===== src/rtl/apb4_pkg.sv =====
// Shared APB4 definitions: transfer FSM state encoding and PPROT bit constants.
package apb4_pkg;

    // Encoding puts PSEL in bit 0 and PENABLE in bit 1 so both decode straight from flops.
    typedef enum logic [1:0] {
        IDLE   = 2'b00,
        SETUP  = 2'b01,
        ACCESS = 2'b11
    } apb_state_e;

    localparam logic [2:0] PPROT_PRIVILEGED  = 3'b001;
    localparam logic [2:0] PPROT_NONSECURE   = 3'b010;
    localparam logic [2:0] PPROT_INSTRUCTION = 3'b100;

endpackage


===== src/rtl/apb4_initiator.sv =====
// APB4 master: turns a valid/ready command into SETUP/ACCESS transfers and
// returns a one-cycle response, with an optional wait-state timeout.
module apb4_initiator
    import apb4_pkg::*;
#(
    parameter int PADDR_SIZE = 16,
    parameter int PDATA_SIZE = 32,
    parameter int TIMEOUT    = 0
) (
    input  logic                    PCLK,
    input  logic                    PRESET,
    input  logic                    cmd_valid,
    output logic                    cmd_ready,
    input  logic                    cmd_write,
    input  logic [PADDR_SIZE-1:0]   cmd_addr,
    input  logic [PDATA_SIZE-1:0]   cmd_wdata,
    input  logic [PDATA_SIZE/8-1:0] cmd_strb,
    input  logic [2:0]              cmd_prot,
    output logic                    rsp_valid,
    output logic [PDATA_SIZE-1:0]   rsp_rdata,
    output logic                    rsp_err,
    output logic                    rsp_timeout,
    output logic                    PSEL,
    output logic                    PENABLE,
    output logic                    PWRITE,
    output logic [PADDR_SIZE-1:0]   PADDR,
    output logic [PDATA_SIZE-1:0]   PWDATA,
    output logic [PDATA_SIZE/8-1:0] PSTRB,
    output logic [2:0]              PPROT,
    input  logic [PDATA_SIZE-1:0]   PRDATA,
    input  logic                    PREADY,
    input  logic                    PSLVERR
);

    apb_state_e                r_state;
    apb_state_e                w_next;
    logic                      w_accept;
    logic                      w_done;
    logic                      w_timeout_hit;
    logic                      r_pwrite;
    logic [PADDR_SIZE-1:0]     r_paddr;
    logic [PDATA_SIZE-1:0]     r_pwdata;
    logic [PDATA_SIZE/8-1:0]   r_pstrb;
    logic [2:0]                r_pprot;
    logic                      r_rsp_valid;
    logic [PDATA_SIZE-1:0]     r_rsp_rdata;
    logic                      r_rsp_err;
    logic                      r_rsp_timeout;

    assign w_accept = cmd_valid && cmd_ready;
    assign w_done   = (r_state == ACCESS) && PREADY;

    always_ff @(posedge PCLK or posedge PRESET) begin
        if (PRESET) r_state <= IDLE;
        else        r_state <= w_next;
    end

    always_comb begin
        w_next = r_state;
        unique case (r_state)
            IDLE:    if (w_accept) w_next = SETUP;
            SETUP:   w_next = ACCESS;
            ACCESS: begin
                if (PREADY)             w_next = w_accept ? SETUP : IDLE;
                else if (w_timeout_hit) w_next = IDLE;
            end
            default: w_next = IDLE;
        endcase
    end

    always_comb begin
        PSEL      = r_state[0];
        PENABLE   = r_state[1];
        cmd_ready = !PRESET && ((r_state == IDLE) || w_done);
    end

    // Write data is held across reads; strobes are meaningless for reads and forced low.
    always_ff @(posedge PCLK or posedge PRESET) begin
        if (PRESET) begin
            r_pwrite <= 1'b0;
            r_paddr  <= '0;
            r_pwdata <= '0;
            r_pstrb  <= '0;
            r_pprot  <= '0;
        end else if (w_accept) begin
            r_pwrite <= cmd_write;
            r_paddr  <= cmd_addr;
            r_pprot  <= cmd_prot;
            if (cmd_write) begin
                r_pwdata <= cmd_wdata;
                r_pstrb  <= cmd_strb;
            end else begin
                r_pstrb  <= '0;
            end
        end
    end

    always_ff @(posedge PCLK or posedge PRESET) begin
        if (PRESET) begin
            r_rsp_valid   <= 1'b0;
            r_rsp_rdata   <= '0;
            r_rsp_err     <= 1'b0;
            r_rsp_timeout <= 1'b0;
        end else begin
            r_rsp_valid   <= w_done || w_timeout_hit;
            r_rsp_rdata   <= (w_done && !r_pwrite) ? PRDATA : '0;
            r_rsp_err     <= w_done ? PSLVERR : w_timeout_hit;
            r_rsp_timeout <= w_timeout_hit;
        end
    end

    // Counter holds the current ACCESS cycle number; it stops at TIMEOUT rather than wrapping.
    if (TIMEOUT > 0) begin : g_timeout
        localparam int              CNT_W   = $clog2(TIMEOUT + 1);
        localparam logic [CNT_W-1:0] CNT_MAX = CNT_W'(TIMEOUT);
        logic [CNT_W-1:0] r_wait_cnt;

        always_ff @(posedge PCLK or posedge PRESET) begin
            if (PRESET)
                r_wait_cnt <= '0;
            else if (r_state == SETUP)
                r_wait_cnt <= CNT_W'(1);
            else if ((r_state == ACCESS) && !PREADY && (r_wait_cnt != CNT_MAX))
                r_wait_cnt <= r_wait_cnt + CNT_W'(1);
        end

        assign w_timeout_hit = (r_state == ACCESS) && !PREADY && (r_wait_cnt == CNT_MAX);
    end else begin : g_no_timeout
        assign w_timeout_hit = 1'b0;
    end

    assign PWRITE      = r_pwrite;
    assign PADDR       = r_paddr;
    assign PWDATA      = r_pwdata;
    assign PSTRB       = r_pstrb;
    assign PPROT       = r_pprot;
    assign rsp_valid   = r_rsp_valid;
    assign rsp_rdata   = r_rsp_rdata;
    assign rsp_err     = r_rsp_err;
    assign rsp_timeout = r_rsp_timeout;

endmodule


===== config.mk =====
export PLATFORM = sky130hd
export DESIGN_NAME = apb4_initiator
export DESIGN_NICKNAME = d
export VERILOG_FILES = /design/src/rtl/apb4_pkg.sv /design/src/rtl/apb4_initiator.sv
export SDC_FILE = /design/constraint.sdc
export NUM_CORES = 1
export LEC_CHECK = 0
export ABC_AREA = 1
export CAP_MARGIN = 15
export CORE_UTILIZATION = 43
export CTS_BUF_LIST = sky130_fd_sc_hd__clkbuf_16
export DETAILED_ROUTE_END_ITERATION = 7
export GPL_ROUTABILITY_DRIVEN = 0
export HOLD_SLACK_MARGIN = 0.08
export PLACE_DENSITY_LB_ADDON = 0.05
export SLEW_MARGIN = 20
export SYNTH_ARGS = -nofsm -noshare
export SYNTH_HDL_FRONTEND = slang
export SYNTH_SLANG_ARGS = --single-unit

===== constraint.sdc =====
create_clock -name PCLK -period 5.19 [get_ports PCLK]
set_clock_uncertainty 0.2 [all_clocks]
set_input_delay 0.519 -clock PCLK [delete_from_list [all_inputs] [get_ports PCLK]]
set_output_delay 0.519 -clock PCLK [all_outputs]
set_load 0.01 [all_outputs]

==> results.yml <==
status:
  outcome: "completed"
timing:
  achievable-frequency_ghz: 0.292
  grt_setup_unrepaired: "no"
  finalMaxSlewViolations: 0
  finalSetupTns_ps: 0
  period_minus_slack_ps: 3430
  slew-limit-headroom_pct: 55.5
  layout_setup_ws_ps: 1760
  fin_crit_sh_pct: 66.0
  setup_violations: 0
  worstMarginPinSlew_ps: 667
  finalHoldViolations: 0
critical_path:
  regToRegStartpoint: "r_state[1]"
  worst-r2r-setup-slack_ps: 3040
  timing.reg2reg.worst_path_depth: 6
  worst-setup-path-type: "input port to output port"
  element_type_at_the_critical_path_start: "input port"
  critPathMaxFanout: 40
  regToRegEndpoint: "PADDR[1]"
  cp_data_required_time_ps: 4470
  endpoint_kind: "output port"
  worstPathArrival_ps: 2710
detailed_routing:
  route.detailed.vias_per_inst: 4.66
  final_antenna_net_count: 0
  remaining_drc_errors: 0
  drt_pass1_iterations: 5
  routed_wirelength_um: 9170
  post_drt_wl_per_cell_um: 14.0
  detailroute.via_count: 3055
  detail_route.iter0.violations: 87
grt:
  global_route.usage.total_pct: 21.1
  number_of_global_route_vias_before_repair: 2820
  grt_pass1_wl_um: 14200
  grt_start_max_net_pins: 58
  grt.overflow.total: 0
  grt_antenna_before_repair: 0
placement:
  dp_worst_setup_slack_ps: 1720
  detailedPlacementHpwl_um: 6260
  place.port_buffers: 185
  placedInstanceArea_um2: 5480
clock_tree:
  cts-hold-fix-buffers: 0
  htree_num_levels: 3
  cts.repair.resized: 0
  clkLatencyLatePin_ps: 330
  tritoncts: "built"
  worst_setup_hold_path_clk_slew_ps: 60
  post-cts-setup-buffer-count: 0
  max_buffers_root_to_sink: 2
  ctsRootBufferMaster: "sky130_fd_sc_hd__clkbuf_16"
  numCtsBuffers: 9
  cts_num_sinks: 92
floorplan:
  initial_core_util_pct: 44.4
  die_x_um: 94.1
  dieArea_um2: 8860
  number_of_primary_i_o_pins: 187
  num_rows: 33
  die_h_um: 94.1
  core_area_um2: 8220
synthesis:
  syn_inst: 372
  synthesis.nets: 465
  synth_cell_types: 19
  synth.yosys.seq_area_share_pct: 63.1
  ys_warns: 0
  syn_area_um2: 3650
  syn-mean-instance-area_um2: 9.81
  ys_seq_elements: 92
job:
  cap_viol_max_count: 0
cells_and_area:
  antenna_cells: 0
  layout-drive-gt1-share_pct: 7.44
  final_design_area_no_fill_um2: 5810
  area_growth_pct: 59.2
  design.final.nets: 639
power_and_ir_drop:
  vdd_ir_drop_max_uv: 239
  total_power_mw: 2.90
  pwr_density_cell_nw_per_um2: 498
  leakage_power_figure_nw: 2.86
hold_path:
  hold_start: "PSTRB[3]"
  min_delay_worst_endpoint: "PSTRB[3]"
  holdPathStages: 2
  hold_path_class: "flop to flop"
-- cells in the mapped netlist, drive strengths merged --
| master | instances | area, um2 |
|---|---|---|
| a21oi | 1 | 8.76 |
| buf | 26 | 185 |
| conb | 1 | 3.75 |
| dfrtp | 92 | 2300 |
| inv | 38 | 143 |
| nand2 | 122 | 460 |
| nand3 | 20 | 155 |
| nand3b | 4 | 30.0 |
| nand4 | 33 | 206 |
| nor2 | 34 | 150 |
| or2 | 1 | 6.26 |
-- cells in the final DEF, fill, tap and decap left out --
cell / instances
sky130_fd_sc_hd__buf_4: 5
sky130_fd_sc_hd__nor2_4: 1
sky130_fd_sc_hd__a21oi_2: 1
sky130_fd_sc_hd__nor2_2: 6
sky130_fd_sc_hd__inv_1: 39
sky130_fd_sc_hd__nand4_1: 33
sky130_fd_sc_hd__inv_2: 1
sky130_fd_sc_hd__clkdlybuf4s50_1: 184
sky130_fd_sc_hd__nand2_1: 121
sky130_fd_sc_hd__nand2_2: 1
sky130_fd_sc_hd__dfrtp_1: 92
sky130_fd_sc_hd__bufinv_16: 3
sky130_fd_sc_hd__inv_4: 1
sky130_fd_sc_hd__nand3b_1: 4
sky130_fd_sc_hd__nand3_2: 11
sky130_fd_sc_hd__clkinvlp_4: 1
sky130_fd_sc_hd__clkbuf_16: 9
sky130_fd_sc_hd__nand3_1: 9
sky130_fd_sc_hd__or2_2: 1
sky130_fd_sc_hd__conb_1: 1
sky130_fd_sc_hd__nor2_1: 27
-- cell families after synthesis --
kind of cell           count (synthesis)  synth area share [%]
flip-flops                            92                  63.1
AND/OR/NAND/NOR                      214                  27.6
buffers and inverters                 64                  8.98
AO/OA/AOI/OAI                          1                 0.240
other                                  1                 0.103
-- flip-flops by register name, summed over array words and instances, names as in the netlist --
signal / flops
PWDATA: 32
rsp_rdata: 32
PADDR: 16
PSTRB: 4
PPROT: 3
r_state: 2
PWRITE: 1
rsp_err: 1
rsp_valid: 1
-- worst max-delay path by stage --
stage / endpoint / cells after the start / startpoint
finish: cmd_ready / 5 / PRESET
global route: cmd_ready / 5 / PRESET
CTS: cmd_ready / 5 / PRESET
detailed placement: cmd_ready / 5 / PRESET
global placement: cmd_ready / 5 / PRESET
floorplan: cmd_ready / 4 / PRESET
-- area by class of cell --
| cell class | count | area, um2 |
|---|---|---|
| clock buffers | 9 | 225 |
| clock inverters | 7 | 109 |
| fillers | 634 | 2400 |
| inverters | 38 | 145 |
| multi-input cells | 216 | 1020 |
| flip-flops and latches | 92 | 2300 |
| well taps | 105 | 131 |
| repair buffers | 189 | 1880 |
-- worst max-delay path: stages --
cell	delay, ps
sky130_fd_sc_hd__clkdlybuf4s50_1	450
sky130_fd_sc_hd__inv_4	380
sky130_fd_sc_hd__nand2_1	170
sky130_fd_sc_hd__nor2_4	510
sky130_fd_sc_hd__clkdlybuf4s50_1	650
-- metal layers --
| metal | share of wire, % | up-vias | track usage [%] |
|---|---|---|---|
| li1 | - | 1500 | - |
| met2 | 48 | 128 | 33.7 |
| met5 | 0 | - | 0 |
| met3 | 8.8 | 8 | 7.04 |
| met1 | 43 | 1419 | 27.3 |
| met4 | 0.90 | 0 | 6.15 |
-- report_power, final --
| group | total [mW] | leakage, nW | switching (mW) | internal (mW) |
|---|---|---|---|---|
| logic | 1.08 | 1.50 | 0.493 | 0.586 |
| clock network | 0.722 | 0.169 | 0.256 | 0.465 |
| registers | 1.10 | 1.19 | 0.137 | 0.959 |
| total | 2.90 | 2.86 | 0.887 | 2.01 |
-- per-stage QoR --
stage / instances / utilization, % / hold slack, ps
2_1_floorplan: 372 / - / 307
3_3_place_gp: 640 / 66.7 / 255
3_5_place_dp: 640 / 66.7 / 259
4_1_cts: 656 / 70.7 / 275
5_1_grt: 656 / 70.7 / 290
6_report: 656 / 70.7 / 270
No activity file was read; power rests on OpenSTA's default activity.
